[config.mk]
export PLATFORM = sky130hd
export DESIGN_NAME = fact_judge_flat
export DESIGN_NICKNAME = d
export VERILOG_FILES = /design/src/rtl/fact_judge_if.sv /design/src/rtl/fact_judge.sv /design/src/flat_wrapper.sv
export SDC_FILE = /design/constraint.sdc
export NUM_CORES = 1
export LEC_CHECK = 0
export CAP_MARGIN = 10
export CORE_MARGIN = 1
export CORE_UTILIZATION = 63
export DETAILED_ROUTE_END_ITERATION = 8
export HOLD_SLACK_MARGIN = 0.1
export MAX_ROUTING_LAYER = met4
export PLACE_DENSITY = 0.94
export SYNTH_ARGS = -nofsm -noshare
export SYNTH_HDL_FRONTEND = slang
export SYNTH_SLANG_ARGS = --single-unit
[constraint.sdc]
create_clock -name CLK -period 13.6 [get_ports CLK]
set_clock_uncertainty 0.15 [all_clocks]
set_input_delay 4.08 -clock CLK [delete_from_list [all_inputs] [get_ports CLK]]
set_output_delay 4.08 -clock CLK [all_outputs]
set_load 0.02 [all_outputs]
[src/rtl/fact_judge_if.sv]
// Question/answer bus between the question database, key pad and fact_judge.
// The database side drives the question and the strobes; the judge drives back
// the latched display digits, entry count and result flags.
interface fact_judge_if;
    logic        OK;
    logic [23:0] QUESTION;
    logic        KEY_VALID;
    logic [3:0]  KEY_CODE;
    logic        ENTER;
    logic        CLR;
    logic [3:0]  DISP2;
    logic [3:0]  DISP1;
    logic [3:0]  DISP0;
    logic [1:0]  ENTRY_CNT;
    logic        BUSY;
    logic        CORRECT;
    logic        WRONG;
    logic        Q_ERR;

    modport master (
        output OK, QUESTION, KEY_VALID, KEY_CODE, ENTER, CLR,
        input  DISP2, DISP1, DISP0, ENTRY_CNT, BUSY, CORRECT, WRONG, Q_ERR
    );

    modport slave (
        input  OK, QUESTION, KEY_VALID, KEY_CODE, ENTER, CLR,
        output DISP2, DISP1, DISP0, ENTRY_CNT, BUSY, CORRECT, WRONG, Q_ERR
    );
endinterface

[src/rtl/fact_judge.sv]
// Factorization judge: latches a question word, self-checks it by multiplying
// its answer primes back against the BCD problem number, then collects up to
// three player prime codes and judges them by the same product comparison.
// One shared 14-bit product register and multiplier serve both phases.
module fact_judge (
    input  logic        CLK,
    input  logic        RST,
    fact_judge_if.slave bus
);

    localparam logic [2:0] IDLE   = 3'd0;
    localparam logic [2:0] LOAD   = 3'd1;
    localparam logic [2:0] QCHK   = 3'd2;
    localparam logic [2:0] QCMP   = 3'd3;
    localparam logic [2:0] INPUT  = 3'd4;
    localparam logic [2:0] JUDGE  = 3'd5;
    localparam logic [2:0] JCMP   = 3'd6;
    localparam logic [2:0] RESULT = 3'd7;

    logic [2:0]  state;
    logic [23:0] q;          // latched question word; [23:12] doubles as DISPx
    logic [9:0]  target;
    logic [13:0] product;    // 23^3 = 12167 fits in 14 bits
    logic [1:0]  idx;        // which factor the multiplier consumes this cycle
    logic [3:0]  slot0, slot1, slot2;
    logic [1:0]  cnt;
    logic        busy, correct, wrong, q_err;

    logic [3:0]  fac_code;
    logic [13:0] product_nxt;
    logic [9:0]  target_nxt;
    logic        q_bad;
    logic        key_ok;

    // Code 0 (empty) and the invalid codes 10..15 act as factor 1; invalid
    // question codes are rejected separately, invalid keys never get stored.
    function automatic logic [4:0] prime_of(input logic [3:0] code);
        case (code)
            4'd1:    prime_of = 5'd2;
            4'd2:    prime_of = 5'd3;
            4'd3:    prime_of = 5'd5;
            4'd4:    prime_of = 5'd7;
            4'd5:    prime_of = 5'd11;
            4'd6:    prime_of = 5'd13;
            4'd7:    prime_of = 5'd17;
            4'd8:    prime_of = 5'd19;
            4'd9:    prime_of = 5'd23;
            default: prime_of = 5'd1;
        endcase
    endfunction

    // Factor select: answer nibbles while checking the question, slots while judging.
    always_comb begin
        fac_code = 4'd0;
        if (state == QCHK) begin
            case (idx)
                2'd0:    fac_code = q[11:8];
                2'd1:    fac_code = q[7:4];
                default: fac_code = q[3:0];
            endcase
        end else begin
            case (idx)
                2'd0:    fac_code = slot0;
                2'd1:    fac_code = slot1;
                default: fac_code = slot2;
            endcase
        end
    end

    assign product_nxt = product * {9'd0, prime_of(fac_code)};
    assign target_nxt  = ({6'd0, bus.QUESTION[23:20]} * 10'd100)
                       + ({6'd0, bus.QUESTION[19:16]} * 10'd10)
                       +  {6'd0, bus.QUESTION[15:12]};

    assign q_bad = (q[23:20] > 4'd9) || (q[19:16] > 4'd9) || (q[15:12] > 4'd9)
                || (q[11:8]  > 4'd9) || (q[7:4]   > 4'd9) || (q[3:0]   > 4'd9)
                || (product != {4'd0, target});

    assign key_ok = bus.KEY_VALID && (bus.KEY_CODE != 4'd0)
                 && (bus.KEY_CODE <= 4'd9) && (cnt != 2'd3);

    // Main sequencer: load, self-check, entry collection and judging.
    always_ff @(posedge CLK or posedge RST) begin
        if (RST) begin
            state   <= IDLE;
            q       <= 24'd0;
            target  <= 10'd0;
            product <= 14'd0;
            idx     <= 2'd0;
            slot0   <= 4'd0;
            slot1   <= 4'd0;
            slot2   <= 4'd0;
            cnt     <= 2'd0;
            busy    <= 1'b0;
            correct <= 1'b0;
            wrong   <= 1'b0;
            q_err   <= 1'b0;
        end else begin
            case (state)
                IDLE, RESULT: begin
                    if (bus.OK) state <= LOAD;
                end
                INPUT: begin
                    // OK > CLR > ENTER > KEY_VALID; losers are dropped
                    if (bus.OK) begin
                        state <= LOAD;
                    end else if (bus.CLR) begin
                        slot0 <= 4'd0;
                        slot1 <= 4'd0;
                        slot2 <= 4'd0;
                        cnt   <= 2'd0;
                    end else if (bus.ENTER) begin
                        if (cnt != 2'd0) begin
                            product <= 14'd1;
                            idx     <= 2'd0;
                            busy    <= 1'b1;
                            state   <= JUDGE;
                        end
                    end else if (key_ok) begin
                        case (cnt)
                            2'd0:    slot0 <= bus.KEY_CODE;
                            2'd1:    slot1 <= bus.KEY_CODE;
                            default: slot2 <= bus.KEY_CODE;
                        endcase
                        cnt <= cnt + 2'd1;
                    end
                end
                LOAD: begin
                    q       <= bus.QUESTION;
                    target  <= target_nxt;
                    slot0   <= 4'd0;
                    slot1   <= 4'd0;
                    slot2   <= 4'd0;
                    cnt     <= 2'd0;
                    correct <= 1'b0;
                    wrong   <= 1'b0;
                    q_err   <= 1'b0;
                    product <= 14'd1;
                    idx     <= 2'd0;
                    busy    <= 1'b1;
                    state   <= QCHK;
                end
                QCHK, JUDGE: begin
                    product <= product_nxt;
                    if (idx == 2'd2) begin
                        idx   <= 2'd0;
                        state <= (state == QCHK) ? QCMP : JCMP;
                    end else begin
                        idx <= idx + 2'd1;
                    end
                end
                QCMP: begin
                    busy <= 1'b0;
                    if (q_bad) begin
                        q_err <= 1'b1;
                        state <= IDLE;
                    end else begin
                        state <= INPUT;
                    end
                end
                JCMP: begin
                    busy <= 1'b0;
                    if (product == {4'd0, target}) correct <= 1'b1;
                    else                           wrong   <= 1'b1;
                    state <= RESULT;
                end
                default: state <= IDLE;
            endcase
        end
    end

    assign bus.DISP2     = q[23:20];
    assign bus.DISP1     = q[19:16];
    assign bus.DISP0     = q[15:12];
    assign bus.ENTRY_CNT = cnt;
    assign bus.BUSY      = busy;
    assign bus.CORRECT   = correct;
    assign bus.WRONG     = wrong;
    assign bus.Q_ERR     = q_err;

endmodule

[src/flat_wrapper.sv]
// flat-port wrapper written by rule: the top's interface ports become plain ports
module fact_judge_flat 
  (CLK, RST, bus_OK, bus_QUESTION, bus_KEY_VALID, bus_KEY_CODE, bus_ENTER, bus_CLR, bus_DISP2, bus_DISP1, bus_DISP0, bus_ENTRY_CNT, bus_BUSY, bus_CORRECT, bus_WRONG, bus_Q_ERR);
  fact_judge_if bus_i ();
  input  logic CLK;
  input  logic RST;
  input wire logic [$bits(bus_i.OK)-1:0] bus_OK;
  input wire logic [$bits(bus_i.QUESTION)-1:0] bus_QUESTION;
  input wire logic [$bits(bus_i.KEY_VALID)-1:0] bus_KEY_VALID;
  input wire logic [$bits(bus_i.KEY_CODE)-1:0] bus_KEY_CODE;
  input wire logic [$bits(bus_i.ENTER)-1:0] bus_ENTER;
  input wire logic [$bits(bus_i.CLR)-1:0] bus_CLR;
  output wire logic [$bits(bus_i.DISP2)-1:0] bus_DISP2;
  output wire logic [$bits(bus_i.DISP1)-1:0] bus_DISP1;
  output wire logic [$bits(bus_i.DISP0)-1:0] bus_DISP0;
  output wire logic [$bits(bus_i.ENTRY_CNT)-1:0] bus_ENTRY_CNT;
  output wire logic [$bits(bus_i.BUSY)-1:0] bus_BUSY;
  output wire logic [$bits(bus_i.CORRECT)-1:0] bus_CORRECT;
  output wire logic [$bits(bus_i.WRONG)-1:0] bus_WRONG;
  output wire logic [$bits(bus_i.Q_ERR)-1:0] bus_Q_ERR;
  assign bus_i.OK = bus_OK;
  assign bus_i.QUESTION = bus_QUESTION;
  assign bus_i.KEY_VALID = bus_KEY_VALID;
  assign bus_i.KEY_CODE = bus_KEY_CODE;
  assign bus_i.ENTER = bus_ENTER;
  assign bus_i.CLR = bus_CLR;
  assign bus_DISP2 = bus_i.DISP2;
  assign bus_DISP1 = bus_i.DISP1;
  assign bus_DISP0 = bus_i.DISP0;
  assign bus_ENTRY_CNT = bus_i.ENTRY_CNT;
  assign bus_BUSY = bus_i.BUSY;
  assign bus_CORRECT = bus_i.CORRECT;
  assign bus_WRONG = bus_i.WRONG;
  assign bus_Q_ERR = bus_i.Q_ERR;
  fact_judge u_core (.CLK(CLK), .RST(RST), .bus(bus_i));
endmodule
Yosys cells after proc, flatten, opt, wreduce, memory -nomap -nowiden
Memory sizes are Yosys's and may differ from the RTL's.
Index checks and enable logic that the tools add are counted.
{"block": "totals", "register_bits": 71, "romBits": 80, "in_bits": 34, "out_inout_bits": 18, "wordCells": 148, "mem_count": 1}
{"name": "(name not given)", "depth": 16, "word_bits": 5, "read_ports": 1, "rd_ports_with_merged_regs": 0, "write_ports": 0, "line": "fact_judge.sv:38", "rtl": "case (code)"}
{"block": "classes", "addsub": 4, "mul": 3, "order_cmp": 7, "eq_ne": 30, "mux": 57, "n_reduce_logical": 33}
{"operator": "$mux W4", "n": 16}
{"operator": "$mux W14", "n": 4}
{"operator": "$pmux W14 S3", "n": 1}
{"operator": "$pmux W4 S2", "n": 5}
{"operator": "$reduce_and A5 Y1", "n": 6}
{"operator": "$gt A4 B4 Y1 const B", "n": 6}
{"operator": "$mux W3", "n": 8}
{"operator": "$mux W2", "n": 9}
{"operator": "$pmux W3 S6", "n": 1}
{"operator": "$eq A14 B10 Y1", "n": 1}
{"operator": "$mul A14 B5 Y14", "n": 1}
{"operator": "$ne A14 B10 Y1", "n": 1}
{"operator": "$eq A3 B3 Y1 const B", "n": 4}
{"operator": "$ne A2 B2 Y1 const B", "n": 6}
{"operator": "$ne A3 B2 Y1 const B", "n": 4}
{"operator": "$ne A3 B3 Y1 const B", "n": 4}
{"operator": "$add A10 B4 Y10", "n": 1}
{"operator": "$add A10 B8 Y10", "n": 1}
{"operator": "$mul A4 B5 Y8 const B", "n": 1}
{"operator": "$ne A2 B1 Y1 const B", "n": 4}
{"operator": "$reduce_bool A2 Y1", "n": 4}
{"operator": "$reduce_or A2 Y1", "n": 4}
{"operator": "$mul A4 B3 Y7 const B", "n": 1}
{"operator": "$mux W1", "n": 7}
{"operator": "18 further kinds", "n": 34}

Longest topological paths before layout
Gate-level depths: netlist of run 1.
{"block": "logic_depth", "depth_word": 9, "mapped_depth": 25, "ltp_nobuf": 23}

Least setup slack after synthesis of run 1
Ideal clock, no wire load.
{"block": "synth_timing", "path_kind": "input-to-reg", "from": "in bus_QUESTION[17]", "to": "reg u_core.target[9]", "setup_time_ns": 0.136, "arrival_time_ns": 6.399, "required_ns": 13.314, "slack_ns": 6.915, "stages": 11, "path_buffers": 0, "path_cell_list": "ha_1 -> ha_1 -> fa_1 -> ha_1 -> ha_1 -> a21o_1 -> a21oi_1 -> o21bai_1 -> a21oi_1 -> xnor2_1 -> o21ai_0"}
{"block": "synth_via", "elab_chain_cells": 3}
{"element": "from (decl)", "line": "flat_wrapper.sv:8", "rtl": "input wire logic [$bits(bus_i.QUESTION)-1:0] bus_QUESTION;"}
{"element": "$mul A4 B3 Y7", "line": "fact_judge.sv:72", "rtl": "+ ({6'd0, bus.QUESTION[19:16]} * 10'd10)"}
{"element": "$add A10 B8 Y10", "line": "fact_judge.sv:72"}
{"element": "$add A10 B4 Y10", "line": "fact_judge.sv:73", "rtl": "+ {6'd0, bus.QUESTION[15:12]};"}
{"element": "to (signal assigned)", "line": "fact_judge.sv:130", "rtl": "target <= target_nxt;"}
{"element": "to (decl)", "line": "fact_judge.sv:22", "rtl": "logic [9:0] target;"}
Every way passes these cells.
A chain may end at the register's enable or synchronous reset.

Worst setup path in the final report of run 1
{"block": "layout_timing", "from": "reg u_core.state[1]", "to": "reg u_core.product[12]"}
{"block": "layout_via", "elab_chain_cells": 5, "elab_cells_between_ends": 15, "classes_between": "mul (1); eq/ne (8); mux (2); reduce/logical (3); memory (1)"}
{"element": "from (decl)", "line": "fact_judge.sv:20", "rtl": "logic [2:0] state;"}
{"element": "from (signal assigned)", "line": "fact_judge.sv:147", "rtl": "state <= (state == QCHK) ? QCMP : JCMP;"}
{"element": "$eq A3 B2 Y1", "line": "fact_judge.sv:55, fact_judge.sv:99"}
{"element": "$mux W4", "line": "fact_judge.sv:55", "rtl": "if (state == QCHK) begin"}
{"element": "$mem_v2 Z16 W5"}
{"element": "$mul A14 B5 Y14", "line": "fact_judge.sv:70", "rtl": "assign product_nxt = product * {9'd0, prime_of(fac_code)};"}
{"element": "$pmux W14 S3", "line": "fact_judge.sv:99", "rtl": "case (state)"}
{"element": "to (signal assigned)", "line": "fact_judge.sv:144", "rtl": "product <= product_nxt;"}
{"element": "to (decl)", "line": "fact_judge.sv:23", "rtl": "logic [13:0] product;"}
Several ways; a longest one is shown, not always the timed one.

==> results of run 1 <==
==> synth_stat cells, drive strengths merged, types with 17 or more instances <==
cell type / number
nand2: 125
dfrtp: 70
inv: 68
o21ai: 45
ha: 44
and2: 43
fa: 34
xnor2: 25
nor2: 23
mux2: 21
clkbuf: 17
==> registers in the layout (all words and copies together), names as in the netlist, 2 cells and up <==
signal / flops
u_core.product: 14
u_core.state: 3
u_core.bus.ENTRY_CNT: 2
u_core.idx: 2
u_core.q: 23
u_core.slot1: 4
u_core.slot0: 4
u_core.target: 10
u_core.slot2: 4
==> critical path, cell delays in order, from the launching register on <==
cell,delay [ps]
dfrtp_1,660
nor3b_4,520
mux4_1,620
mux2_2,320
ha_1,290
inv_1,60
nor2_1,510
nand2_1,160
fa_1,510
fa_1,520
fa_1,550
inv_1,50
ha_1,320
nor2b_1,150
o21ai_0,230
a21oi_1,140
o21ai_0,240
a21oi_1,130
o21ai_0,200
a21boi_0,140
o21ai_0,300
nand4b_1,170
o311ai_0,150
==> stage by stage <==
stage                     cell area (sq um)  std cells  hold slack [ps]  util, %  worst slack [ps]
after floorplan                        5640        619              287        -              6920
after global placement                 6150        751              304     70.9              6310
after detailed placement               6150        751              309     70.9              6160
after CTS                              6360        767              329     73.2              6490
after global routing                   6360        767              363     73.2              5990
final                                  6360        767              328     73.2              6370
==> layout make-up <==
class / count / area (sq um)
multi-input combinational: 449 / 3460
fill: 574 / 2320
sequential: 70 / 1750
timing repair buffer: 55 / 541
inverter: 69 / 259
clock buffer: 10 / 138
tap: 108 / 135
clock inverter: 6 / 68.8
==> power by group <==
group / switching, mW / total [mW] / internal [mW]
Sequential: 0.105 / 0.406 / 0.302
Combinational: 0.621 / 1.09 / 0.467
Clock: 0.0915 / 0.182 / 0.0906
Total: 0.817 / 1.68 / 0.859
==> worst paths after layout <==
check	end	depth (start not counted)	slack, ps
max in group asynchronous	u_core.product[8]	3	8570
worst max-delay path	u_core.product[12]	22	6370
worst max register to register	u_core.product[12]	22	6370
worst min register to register	u_core.q[8]	2	330
worst min-delay path	u_core.q[8]	2	330
min in group asynchronous	u_core.q[9]	3	4140
==> cells in the final DEF (no fill, tap or decap), types with 10 or more instances in the layout <==
master	instances
dfrtp_1	70
and2_1	41
clkdlybuf4s50_1	51
xnor2_1	24
clkbuf_8	10
mux2_2	19
nor2_1	23
nand2_1	124
o21ai_0	44
inv_1	67
ha_1	44
a21oi_1	14
fa_1	34
==> kinds of logic after synthesis <==
logic type	Yosys count	synth area share [%]
xor gates and xnor gates	32	5.10
adders and majority gates	78	21.8
buffers and inverters	100	7.60
DFF	70	31.0
AOI/OAI and AO/OA	94	10.1
muxes	26	6.16
and+or+nand+nor	219	18.2
==> metal layers <==
metal  share of wire, %  track usage [%]
met1                 38             35.9
met2                 50             52.8
met3                7.5             6.07
met4                4.1             19.9
met5                  0                -
==> metrics.cfg, run 1 <==
[flow_run]
cap_violations=0

[power_and_ir_drop]
p_per_area_nw_per_um2=264
p_leak_nw=3.07
vdd_drop_max_mv=0.186
power.total_mw=1.68

[cts]
cts_max_level=3
cts-buffers-inserted=9
cts_hold_buffers=0
worstSkewPairLatency_ps=380
clk_pin_slew_worst_paths_ps=90
clock_path_buffers=2
cts_tree=yes
clock-sinks=70
cts_resized=0
cts_setup_buffers=0
cts_root_buf=clkbuf_8

[global_routing]
grt_max_degree=71
grt.total_usage_pct=32.0
grt_pass1_wl_mm=23.0
antenna_found_initial=0
grt.overflow.total=0
grt_pass1_vias=5010

[sta]
fin_tns_setup_ps=0
finalCritPeriodShare_pct=53.2
slew_headroom_pct=33.1
slew_violations=0
worst_pin_slew_ps=1000
rsz0062_at_grt=no
timing.fmax_ghz=0.138
finalHoldViolations=0
setup_viol=0
period_needed_ps=7230

[run_status]
status=finished, final reports clean

[worst_setup_path]
critPathLaunch=u_core.state[1]
arrival_ps=7320
critPathCaptureType=flip-flop
worstSetupStartpointType=flip-flop
crit_type=reg2reg
cp_max_fo=18
required_ps=13690
r2r_start=u_core.state[1]

[detailed_routing]
drc=0
wl_mm=13.6
dr_total_vias=4634
initialDrtViolationCount=308
viasPerCell=6.04
ant_nets=0
dr.pass1.iters=8
wl_per_cell_um=17.8

[synthesis]
synthArstFlopShare_pct=100
synth_cells=619
yosys.cell_types.count=55
synth_top_area_share_pct=31.0
synthTopCellsByArea=dfrtp_1 (31%), fa_1 (12%), ha_1 (9.8%)
synth_flop_cell=dfrtp_1
syn_avg_cell_area_sq_um=9.12
ys_ff_latch=70
synth_warnings=0
yosysTopAreaCell=dfrtp_1
netlist_area_sq_um=5640
synth_nets=731
synth_edf_count=0
seq_area_frac_synth_pct=31.0

[die]
initial_utilization_pct=65.0
pin_count=52
dieHeight_um=96.7
placementRows=34
dieArea_sq_um=9340
die_w_um=96.7
core-area_sq_um=8680

[cells_and_area]
drive_above_1_share_pct=7.89
nets=766
syn_to_final_growth_pct=12.6
antenna_cells=0

[hold_path]
min_path_type=reg2reg
hold_start=u_core.q[8]

[placed_design]
numPortBuffers=51
hpwl_mm=9.43
gp_congestion=0.853

Power figures use the tool's default switching activity.
==> inputs of run 2 (changes only) <==
--- a/config.mk
+++ b/config.mk
@@ -7,11 +7,11 @@
 export LEC_CHECK = 0
 export CAP_MARGIN = 10
 export CORE_MARGIN = 1
-export CORE_UTILIZATION = 63
+export CORE_UTILIZATION = 53
 export DETAILED_ROUTE_END_ITERATION = 8
 export HOLD_SLACK_MARGIN = 0.1
 export MAX_ROUTING_LAYER = met4
-export PLACE_DENSITY = 0.94
+export PLACE_DENSITY = 0.85
 export SYNTH_ARGS = -nofsm -noshare
 export SYNTH_HDL_FRONTEND = slang
 export SYNTH_SLANG_ARGS = --single-unit
==> constraint.sdc (replaced) <==
create_clock -name CLK -period 6.01 [get_ports CLK]
set_clock_uncertainty 0.15 [all_clocks]
set_input_delay 1.803 -clock CLK [delete_from_list [all_inputs] [get_ports CLK]]
set_output_delay 1.803 -clock CLK [all_outputs]
set_load 0.02 [all_outputs]
==> run 2 against run 1 <==
Net effect: clock power up 120%; clock-buffer cell count down 1; utilization down 10 points; global-route usage down 6.9 points; sequential power up 120%; cell count up 5.0%; largest power group unchanged; die area up 18%; register-to-register slack worse by 6200 ps.
==> metrics.cfg, run 2 (synthesis gave the netlist of run 1 again) <==
[sta]
slew_violations=0  ; unchanged
period_needed_ps=5890  ; -1340 ps
timing.fmax_ghz=0.170  ; +23%
rsz0062_at_grt=yes
slew_headroom_pct=22.7  ; -10 points
setup_slack_ps=123  ; -6250 ps
worst_pin_slew_ps=1160  ; +154 ps
setup_viol=0  ; unchanged
finalHoldViolations=0  ; unchanged
timing.hold.ws_ps=346  ; +18.0 ps
finalCritPeriodShare_pct=98.0  ; +45 points

[hold_path]
hold_end=u_core.q[20]
min_path_cells=2  ; unchanged
min_path_type=reg2reg
hold_start=u_core.q[20]

[detailed_routing]
dr.pass1.iters=4  ; -4
viasPerCell=5.46  ; -9.6%
wl_per_cell_um=15.8  ; -11%
dr_total_vias=4396  ; -5.1%
ant_nets=0  ; unchanged
wl_mm=12.7  ; -6.9%
drc=0  ; unchanged
initialDrtViolationCount=207  ; -33%

[worst_setup_path]
critical_path.cell_chain=nor3b_4 -> mux4_1 -> mux2_2 -> ha_1 -> mux2i_1 -> o22ai_1 -> buf_4 -> and2_1 -> fa_1 -> fa_1 -> inv_1 -> fa_1 -> inv_1 -> ha_1 -> and2_1 -> o21ai_0 -> o21ai_1 -> o21ai_1 -> nand2b_1 -> a21oi_2 -> xnor2_1 -> o21ai_1
worstSetupStartpointType=flip-flop
required_ps=6070  ; -7620 ps
ff2ff_setup_slack_ps=120  ; -6250 ps
max_stage_delay_ps=560  ; -100 ps
r2r_cells=22  ; unchanged
r2r_start=u_core.state[0]
crit_type=reg2reg
critPathCaptureType=flip-flop
cp_max_fo=12  ; -6
slowest_stage=mux4_1
rr_endpoint=u_core.product[13]
arrival_ps=5950  ; -1370 ps

[die]
dieHeight_um=105  ; +8.8%
core-area_sq_um=10300  ; +19%
die_w_um=105  ; +8.8%
pin_count=52  ; unchanged
placementRows=37  ; +8.8%
dieArea_sq_um=11100  ; +18%
initial_utilization_pct=54.7  ; -10 points

[placed_design]
numPortBuffers=51  ; unchanged
gp_congestion=0.878  ; +3.0%
placedCellCount=788  ; +4.9%
place_ws_ps=-10.4  ; -6170 ps
hpwl_mm=9.45  ; +0.24%

[cts]
clock-sinks=70  ; unchanged
worstSkewPairLatency_ps=360  ; -20 ps
cts-buffers-inserted=9  ; unchanged
clk_pin_slew_worst_paths_ps=80  ; about the same
cts_max_level=3  ; unchanged
clock_path_buffers=2  ; unchanged
cts_tree=yes
cts_root_buf=clkbuf_8

[power_and_ir_drop]
pwr-share-seq_pct=23.2  ; -1.0 points
pwr-share-clk_pct=10.4  ; -0.5 points
internal-power_mw=2.03  ; +140%
p_sw_mw=1.81  ; +120%
netSwitchingFraction_pct=47.2  ; -1.5 points
vdd_drop_max_mv=0.359  ; +93%
p_per_area_nw_per_um2=591  ; +120%
comb_power_share_pct=66.4  ; +1.5 points
p_leak_nw=3.11  ; +1.4%

[cells_and_area]
antenna_cells=0  ; unchanged
nets=776  ; +1.3%
stdcell_count=805  ; +5.0%
largest_reg_flops=23  ; unchanged
regMostFlops=u_core.q
syn_to_final_growth_pct=15.1
drive_above_1_share_pct=10.6  ; +2.7 points
layout_commonest_cell=nand2_1
largestRegisters=u_core.q: 23 flops, u_core.product: 14 flops, u_core.target: 10 flops
mostFrequentLayoutCells=nand2_1 (124), dfrtp_1 (69), inv_1 (67)

[global_routing]
grt.total_usage_pct=25.1  ; -6.9 points
grt_max_degree=44  ; -38%
grt.overflow.total=0  ; unchanged
antenna_found_initial=0  ; unchanged
grt_pass1_wl_mm=21.1  ; -8.3%
grt_pass1_vias=4461  ; -11%

[flow_run]
cap_violations=0  ; unchanged

[run_status]
status=finished, final reports clean

run 2: cell count changes in the layout (fill, tap and decap cells not counted), sizes merged:
cell / change
inv: +1
buf: +10
clkbuf: -1
clkinv: -1
clkinvlp: +1
run 2: worst max-delay path by stage:
stage	endpoint	from	slack [ps]
global route	u_core.product[13]	u_core.state[0]	-120
global placement	u_core.product[12]	u_core.state[0]	220
finish	u_core.product[13]	u_core.state[0]	120
detailed placement	u_core.product[12]	u_core.idx[0]	-10
floorplan	u_core.product[12]	u_core.state[1]	140
CTS	u_core.product[12]	u_core.state[0]	30
run 2: cell type report:
cell class              instances  area [sq um]
clock buffers                   9           124
well taps                     136           170
multi-input cells             449          3490
inverters                      69           259
flip-flops and latches         70          1750
repair buffers                 65           616
fillers                       791          3830
clock inverters                 7          80.1
run 2: repair_timing:
| item | in CTS | in global routing |
|---|---|---|
| resized for setup | 2 | 14 |
| hold endpoints to repair | 0 | 0 |
| setup buffers | 0 | 1 |
| endpoints found under the setup margin | 1 | 4 |
| pin swaps | 0 | 4 |
| hold buffers | 0 | 0 |
run 2: through the flow:
stage	power (mW)	TNS, ps	utilization (%)	instance area (sq um)
after floorplan	2.72	0	-	5640
after global placement	3.23	0	60.6	6250
after detailed placement	3.36	-10.4	60.6	6250
after CTS	3.79	0	62.6	6460
after global routing	4.22	-183	62.9	6490
final	3.84	0	62.9	6490
run 2: critical path: cells and delay by family, from the launching register on:
kind	cells	cell delay [ps]
adders and majority gates	5	2120
AOI/OAI and AO/OA	6	910
muxes	3	1050
and+or+nand+nor	4	680
DFF	1	420
buffers and inverters	3	270
xor gates and xnor gates	1	130
run 2: power groups by stage:
stage | sequential (mW) | combinational [mW] | clock, mW
6_report | 0.892 | 2.55 | 0.398
3_5_place_dp | 0.892 | 2.47 | 0
5_1_grt | 0.919 | 2.87 | 0.426
2_1_floorplan | 0.831 | 1.89 | 0
4_1_cts | 0.888 | 2.50 | 0.404
3_3_place_gp | 0.882 | 2.35 | 0
run 2: layer usage:
metal | vias up | part of all wire (%) | GRT usage [%]
li1 | 2101 | - | -
met1 | 2103 | 42 | 31.4
met2 | 161 | 49 | 39.9
met3 | 31 | 6.0 | 5.30
met4 | 0 | 2.6 | 9.96
met5 | - | 0 | -
==> inputs of run 3 (changes only) <==
--- a/config.mk
+++ b/config.mk
@@ -8,6 +8,7 @@
 export CAP_MARGIN = 10
 export CORE_MARGIN = 1
 export CORE_UTILIZATION = 53
+export CTS_CLUSTER_DIAMETER = 120
 export DETAILED_ROUTE_END_ITERATION = 8
 export HOLD_SLACK_MARGIN = 0.1
 export MAX_ROUTING_LAYER = met4
==> results of run 3 <==
Same layout as run 2: the final DEF is identical, and so are final timing and power.
